File: src/rtl/spi_flash_streamer.sv
// SPI flash read engine: mode-0 READ (0x03) streaming fixed-width words back to display logic.
// Define SPI_FAST_READ_EN to issue FAST READ (0x0B) with an 8-bit dummy phase.
module spi_flash_streamer #(
  parameter int ADDR_BITS = 24,
  parameter int WORD_BITS = 8,
  parameter int LEN_BITS  = 10,
  parameter int CS_GAP    = 2
) (
  input  logic                 clk,
  input  logic                 rst_n,
  input  logic                 start,
  input  logic [ADDR_BITS-1:0] addr,
  input  logic [LEN_BITS-1:0]  len,
  input  logic                 abort,
  output logic                 busy,
  output logic [WORD_BITS-1:0] data,
  output logic                 data_valid,
  output logic                 done,
  output logic                 spi_cs_n,
  output logic                 spi_sclk,
  output logic                 spi_mosi,
  input  logic                 spi_miso
);

`ifdef SPI_FAST_READ_EN
  localparam logic [7:0] CMD = 8'h0B;
`else
  localparam logic [7:0] CMD = 8'h03;
`endif
  localparam int TX_W    = 8 + ADDR_BITS;
  localparam int CNT_MAX = (ADDR_BITS > 16) ? ADDR_BITS : 16;
  localparam int CNT_W   = $clog2(CNT_MAX + 1);
  localparam int GAP_W   = $clog2(CS_GAP + 1);

  typedef enum logic [2:0] {
    S_IDLE,
    S_CMD,
    S_ADDR,
`ifdef SPI_FAST_READ_EN
    S_DUMMY,
`endif
    S_DATA,
    S_GAP
  } state_t;

  state_t               state, state_d;
  logic                 phase;
  logic [CNT_W-1:0]     bit_cnt;
  logic [LEN_BITS-1:0]  word_cnt, len_q;
  logic [GAP_W-1:0]     gap_cnt;
  logic [TX_W-1:0]      tx_sr;
  logic [WORD_BITS-1:0] shift_q, shift_nx;
  logic                 active, last_bit, last_word, gap_end;
  logic                 accept, samp, finish;

  always_comb begin
    last_bit = 1'b0;
    case (state)
      S_CMD:   last_bit = (bit_cnt == CNT_W'(7));
      S_ADDR:  last_bit = (bit_cnt == CNT_W'(ADDR_BITS - 1));
`ifdef SPI_FAST_READ_EN
      S_DUMMY: last_bit = (bit_cnt == CNT_W'(7));
`endif
      S_DATA:  last_bit = (bit_cnt == CNT_W'(WORD_BITS - 1));
      default: last_bit = 1'b0;
    endcase
  end

  always_comb begin
    active    = (state != S_IDLE) && (state != S_GAP);
    last_word = (word_cnt == len_q);
    gap_end   = (gap_cnt == GAP_W'(CS_GAP - 1));
    accept    = (state == S_IDLE) && start;
    // Sampling edge is the one that raises sclk (phase 0 -> 1)
    samp      = (state == S_DATA) && !phase && !abort;
    finish    = (state == S_DATA) && phase && last_bit && last_word && !abort;
    shift_nx  = (shift_q << 1) | WORD_BITS'(spi_miso);
  end

  always_comb begin
    state_d = state;
    case (state)
      S_IDLE: if (start) state_d = S_CMD;
      S_CMD: begin
        if (abort) state_d = S_GAP;
        else if (phase && last_bit) state_d = S_ADDR;
      end
      S_ADDR: begin
        if (abort) state_d = S_GAP;
`ifdef SPI_FAST_READ_EN
        else if (phase && last_bit) state_d = S_DUMMY;
      end
      S_DUMMY: begin
        if (abort) state_d = S_GAP;
`endif
        else if (phase && last_bit) state_d = S_DATA;
      end
      S_DATA: begin
        if (abort || finish) state_d = S_GAP;
      end
      S_GAP: if (gap_end) state_d = S_IDLE;
      default: state_d = S_IDLE;
    endcase
  end

  always_ff @(posedge clk or negedge rst_n) begin
    if (!rst_n) state <= S_IDLE;
    else        state <= state_d;
  end

  always_ff @(posedge clk or negedge rst_n) begin
    if (!rst_n) begin
      busy       <= 1'b0;
      data       <= '0;
      data_valid <= 1'b0;
      done       <= 1'b0;
      spi_cs_n   <= 1'b1;
      spi_sclk   <= 1'b0;
      spi_mosi   <= 1'b0;
      phase      <= 1'b0;
      bit_cnt    <= '0;
      word_cnt   <= '0;
      len_q      <= '0;
      gap_cnt    <= '0;
      tx_sr      <= '0;
      shift_q    <= '0;
    end else begin
      data_valid <= 1'b0;
      done       <= 1'b0;
      if (accept) begin
        busy     <= 1'b1;
        spi_cs_n <= 1'b0;
        spi_sclk <= 1'b0;
        spi_mosi <= CMD[7];
        // Zeros shifted in behind the address keep mosi low after the header
        tx_sr    <= {CMD[6:0], addr, 1'b0};
        phase    <= 1'b0;
        bit_cnt  <= '0;
        word_cnt <= '0;
        len_q    <= len;
      end else if (active && (abort || finish)) begin
        spi_cs_n <= 1'b1;
        spi_sclk <= 1'b0;
        spi_mosi <= 1'b0;
        phase    <= 1'b0;
        gap_cnt  <= '0;
        done     <= finish;
      end else if (active) begin
        phase    <= ~phase;
        spi_sclk <= ~phase;
        if (!phase) begin
          if (samp) begin
            shift_q <= shift_nx;
            if (last_bit) begin
              data       <= shift_nx;
              data_valid <= 1'b1;
            end
          end
        end else begin
          spi_mosi <= tx_sr[TX_W-1];
          tx_sr    <= {tx_sr[TX_W-2:0], 1'b0};
          if (last_bit) begin
            bit_cnt <= '0;
            if (state == S_DATA) word_cnt <= word_cnt + 1'b1;
          end else begin
            bit_cnt <= bit_cnt + 1'b1;
          end
        end
      end else if (state == S_GAP) begin
        if (gap_end) busy <= 1'b0;
        else         gap_cnt <= gap_cnt + 1'b1;
      end
    end
  end

endmodule

File: config.mk
export PLATFORM = sky130hd
export DESIGN_NAME = spi_flash_streamer
export DESIGN_NICKNAME = d
export VERILOG_FILES = /design/src/rtl/spi_flash_streamer.sv
export SDC_FILE = /design/constraint.sdc
export NUM_CORES = 1
export LEC_CHECK = 0
export BUFFER_PORTS_ARGS = -buffer_cell sky130_fd_sc_hd__buf_4
export CAP_MARGIN = 0
export CORE_MARGIN = 2
export CORE_UTILIZATION = 45
export CTS_CLUSTER_SIZE = 10
export DETAILED_ROUTE_END_ITERATION = 8
export PLACE_DENSITY_LB_ADDON = 0.2
export SETUP_SLACK_MARGIN = 0.15
export SKIP_CTS_REPAIR_TIMING = 1
export SYNTH_ARGS = -nofsm -noshare
export SYNTH_HDL_FRONTEND = slang
export SYNTH_SLANG_ARGS = --single-unit
File: constraint.sdc
create_clock -name clk -period 2 [get_ports clk]
set_input_delay 0.1 -clock clk [delete_from_list [all_inputs] [get_ports clk]]
set_output_delay 0.1 -clock clk [all_outputs]
set_load 0.05 [all_outputs]
# == After elaboration in Yosys (flattened, before gate mapping) ==
# Cells that the tools add are included.
# word_totals
output_inout_bits,14
register_bits,83
# classes
n_bitwise,4
reduce_logical,34
n_addsub,3
n_eq_ne,18
n_mux,50
# op_table
op,n
2-to-1 mux 32 bit,4
2-to-1 mux 10 bit,6
2-to-1 mux 5 bit,5
2-to-1 mux 1 bit,22
2-to-1 mux 3 bit,7
nonzero test 2 bit,8
one-hot mux 3 bit (5 select lines),1
AND reduction 5 bit,3
adder 10 x 1 -> 10 bit (second input constant),1
== test 10 bit,1
logical AND 1 bit,10
inequality test 3 bit (second input constant),3
nonzero test 3 bit,3
2-to-1 mux 2 bit,4
inequality test 2 x 1 -> 1 bit (second input constant),4
bitwise OR 8 x 1 -> 8 bit,1
AND reduction 4 bit,2
== test 3 x 2 -> 1 bit (second input constant),2
inequality test 2 bit (second input constant),3
AND reduction 6 bit,1
adder 5 x 1 -> 5 bit (second input constant),1
== test 5 x 3 -> 1 bit (second input constant),1
== test 5 bit (second input constant),1
== test 3 x 1 -> 1 bit (second input constant),1
other kinds (11),14

# == Logic depth before layout (Yosys ltp) ==
# logic_depth
depth_word,10
ltp_mapped,9

# == Worst setup path before layout ==
# No wires, ideal clock.
# synth_path
path_kind,flip-flop to flip-flop
start,register phase
end,register tx_sr[27]
slack_ps,-300
n_path_buf,1
path_stages_with_launch,7
arrival_time_ps,2179
required_ps,1879
setup_time_ps,121
synth_period_minus_slack_ps,2300
path_cell_list,dfrtp_1 > clkbuf_1 > inv_1 > or3_4 > nor4_4 > nor2_2 > a22o_1
# synth_via
elab_chain_len,8
word_cells_on_any_way,9
cone_classes,eq/ne (1); reduce/logical (8)
# synth_lines
item,line,text
from (decl),47,logic phase;
from (signal assigned),149,phase <= ~phase;
logical AND 1 bit (4 in a row),76,finish = (state == S_DATA) && phase && last_bit && last_word && !abort;
logical OR 1 bit,141,end else if (active && (abort || finish)) begin
logical AND 1 bit,141,
inequality test 2 bit (no line),-,
AND reduction 3 bit (no line) *,-,
to (signal assigned),136,"tx_sr <= {CMD[6:0], addr, 1'b0};"
to (signal assigned),161,"tx_sr <= {tx_sr[TX_W-2:0], 1'b0};"
to (decl),51,logic [TX_W-1:0] tx_sr;
# Every way passes the cells marked *; elsewhere a longest branch is shown, timed or not.
# A chain may end at the register's enable or synchronous reset.

# == Worst setup path in the final report ==
# layout_path
start,register state[1]
end,register state[0]
# layout_via
elab_chain_len,9
word_cells_on_any_way,20
cone_classes,eq/ne (9); mux (2); reduce/logical (9)
# layout_lines
item,line,text
from (decl),46,"state_t state, state_d;"
from (signal assigned),108,else state <= state_d;
== test 3 x 2 -> 1 bit or == test 3 x 1 -> 1 bit (tied branches),"58, 76, 82",
OR reduction 2 bit (no line),-,
one-hot mux 1 bit (2 select lines),58,case (state)
logical AND 1 bit (3 in a row),76,
logical OR 1 bit,99,if (abort || finish) state_d = S_GAP;
inequality test 2 x 1 -> 1 bit (no line),-,
AND reduction 5 bit (no line),-,
# Parallel ways exist; a longest one is shown, timed or not.

==> key figures <==
Global routing
  – GRT overflow: 0
  – Largest net degree at the start of global routing: between 40 and 50
  – First-pass GRT wire length: 14690 µm
  – Initial antenna violation count: 0
  – Total Routing Usage GR: between 20% and 30%
  – Vias in the first global route: roughly 3100

Final layout
  – Commonest non-fill, non-tap cell in the layout: buf_4
  – Area grow syn2layout: 51.08%
  – Filler instances: slightly above 600
  – Sequential cell area: slightly above 2000 µm²
  – Multi-input logic area: 2116 µm²
  – Most frequent cells in the layout: buf_4 (88), dfrtp_1 (78), nand2_1 (43)
  – Antenna Cells: 0
  – Fraction of layout cells with a size suffix above 1: around 48%
  – Post-route cell area: around 5700 µm²
  – Final net count: 525

Yosys
  – Post-Synth Adder-Cell Area: 0.9977%
  – Post-Synthesis Cells: between 300 and 400
  – Syn nets: ~420
  – Synth async-reset ratio: 100.0%
  – Ys Warns: 0
  – Sequential fraction of the synthesis area: between 50 and 60%
  – Synth Area in Simple Gates: roughly 17%
  – Post-synthesis mux area share: around 4.5%
  – Post-synthesis compound-gate area fraction: between 15 and 20%
  – Synthesized area per cell: 10.06 µm²
  – Largest family of logic cells by synthesized area: simple AND/OR/NAND/NOR gates
  – Register bit total from synthesis: just over 80
  – Post-synth EDFFs: 0
  – Unique masters post-synth: 45
  – Main synth FF type: dfrtp_1
  – Mapped cell area: between 3000 and 4000 µm²
  – Xor and xnor area share after synthesis: under 10%

Placement
  – Post-DP HPWL: between 5000 and 6000 µm
  – Area after DPL: between 4000 and 5000 µm²
  – Gpl congestion: between 0.8 and 0.9
  – IO Port Bufs: between 50 and 60

Critical path
  – Worst Path Max Fanout: 7
  – Startpoint Class: register
  – Worst Setup End Kind: register
  – WP data required: ~2.2 ns
  – Setup CP Type: reg -> reg
  – Critical path arrival: roughly 2.2 ns

Detailed routing
  – Initial DRT Pass Iterations: 4
  – DR WL met3: 535 µm
  – Post-Route WL: just over 10000 µm
  – Routed vias/inst: 5.740
  – Initial DRC Count: between 150 and 200
  – Wirelength per Cell: 17.53 µm
  – Met1 Wirelength: around 4500 µm
  – DR vias: ~3400
  – Post-route ant nets: 0
  – DRC errors left: 0
  – WL met2: about 5200 µm
  – DR top layer: met4

Run
  – MaxCap Viol Count: 0

Clocking
  – CTS buffer count: 9
  – Clock latency on the worst-skew pair: about 0.36 ns
  – Clock Path Buffers: 2
  – CTS root buf: clkbuf_8
  – H-tree depth: 3
  – Clock sink total: between 80 and 90
  – TritonCTS clock tree: done
  – Worst-path clk slew: roughly 0.10 ns

STA
  – Final Max Tran Viols: 0
  – Slew HR: about 57%
  – Final hold viol count: 0
  – Post-layout min period: between 1.5 and 2 ns
  – Tcrit/Tclk final: between 90% and 100%
  – Worst hold margin: 0.01734 ns
  – Worst Skew: approximately 0.019 ns
  – Final setup fails: 0
  – Fmax: ~500 MHz
  – Worst-Margin Slew: 0.6449 ns
  – RSZ-0062 raised after global routing: yes

Floorplanning
  – Core Region: just over 8000 µm²
  – Die Wd: between 90 and 100 µm
  – Ports: 53
  – # rows: 33
  – Starting Density: a little under half
  – Die ar.: between 9000 and 10000 µm²
  – Die H: 95.44 µm

Hold path
  – Hold Path Class: in -> reg

Power
  – Leak: approximately 2.4 nW
  – Pwr/cell area: ~1300 nW/µm²
  – VDD IR max: around 0.73 mV

Outcome
  – Status: completed
-- path summary, 6_finish.rpt --
| check | startpoint | to | slack (ns) | cells after the start |
|---|---|---|---|---|
| worst max-delay path | state[1] | state[0] | 0.008 | 6 |
| worst min-delay path | addr[10] | tx_sr[11] | 0.02 | 3 |
| worst max register to register | state[1] | state[0] | 0.008 | 6 |
| worst min register to register | spi_cs_n | spi_cs_n | 0.47 | 2 |
| max in group asynchronous | rst_n | tx_sr[30] | 1.08 | 3 |
| min in group asynchronous | rst_n | word_cnt[4] | 0.31 | 2 |
-- per-layer routing --
layer	up-vias	global-route usage, %
li1	1578	-
met1	1711	29.21
met2	103	31.98
met3	12	5.217
met4	0	5.714
met5	-	0
-- through the flow --
| stage | power (mW) | TNS, ns | std cells | setup WS [ns] | util [%] |
|---|---|---|---|---|---|
| final | 7.181 | 0 | 593 | 0.007800 | 69.53 |
| after CTS | 6.062 | -0.2566 | 563 | -0.1052 | 58.69 |
| after global placement | 4.590 | 0 | 547 | 0.04168 | 55.82 |
| after detailed placement | 4.658 | -0.09666 | 547 | -0.06197 | 55.82 |
| after floorplan | 3.882 | 0 | 374 | 0.05503 | - |
| after global routing | 7.628 | -0.4360 | 593 | -0.06617 | 69.53 |
-- logic make-up (layout without fill, tap and decap cells) --
group,Yosys count,count (layout)
AOI/OAI and AO/OA,104,104
xor gates and xnor gates,10,10
adders and majority gates,3,3
buffers and inverters,31,144
DFF,82,82
muxes,15,15
and+or+nand+nor,129,130
-- cell usage after synthesis (2+ instances only) --
master,n,area share [%]
a21oi_1,36,4.8
a22o_1,6,1.4
a31oi_1,2,0.33
a32o_1,2,0.53
and2_1,2,0.33
buf_2,9,1.2
clkbuf_1,15,1.5
dfrtp_1,81,54
ha_1,3,1.0
inv_1,7,0.70
mux2_2,15,4.5
nand2_1,45,4.5
nand2b_1,2,0.33
nand3_1,14,1.9
nand3b_1,3,0.60
nand4_1,6,1.0
nand4bb_1,2,0.60
nor2_1,32,3.2
nor2b_1,2,0.33
nor3_1,4,0.53
o21ai_0,17,2.3
o22a_1,2,0.47
o22ai_1,23,3.8
o31ai_1,6,1.2
o41ai_1,2,0.47
or2_2,2,0.33
or3_1,3,0.50
or4_1,5,1.0
xnor2_1,10,2.3
-- power by group --
part           internal (mW)  switching, mW  total [mW]
Sequential              2.17          0.463        2.63
Clock                  0.755          0.646        1.40
Combinational           1.51           1.63        3.15
Total                   4.44           2.74        7.18
-- area by class of cell --
cell class | count | area share (%)
Multi-Input combinational cell | 262 | 37.22
Sequential cell | 82 | 36.19
Timing Repair Buffer | 121 | 19.68
Clock buffer | 10 | 2.421
Tap cell | 105 | 2.311
Clock inverter | 6 | 1.717
Inverter | 7 | 0.4622
-- state kept, by name (all words and copies together), names as in the netlist, 2 cells and up --
register and flops:
word_cnt 10, bit_cnt 5, len_q 10, gap_cnt 2, state 3, data 8, tx_sr 31, shift_q 7
-- critical path, cell delays in order, from the launching register on --
cell and delay (ns):
dfrtp_1 0.42, buf_6 0.13, nand4b_1 0.18, nand4bb_4 0.35
or3_4 0.48, a31oi_1 0.21, o21ai_1 0.11
No activity file was read; power rests on OpenSTA's default activity.
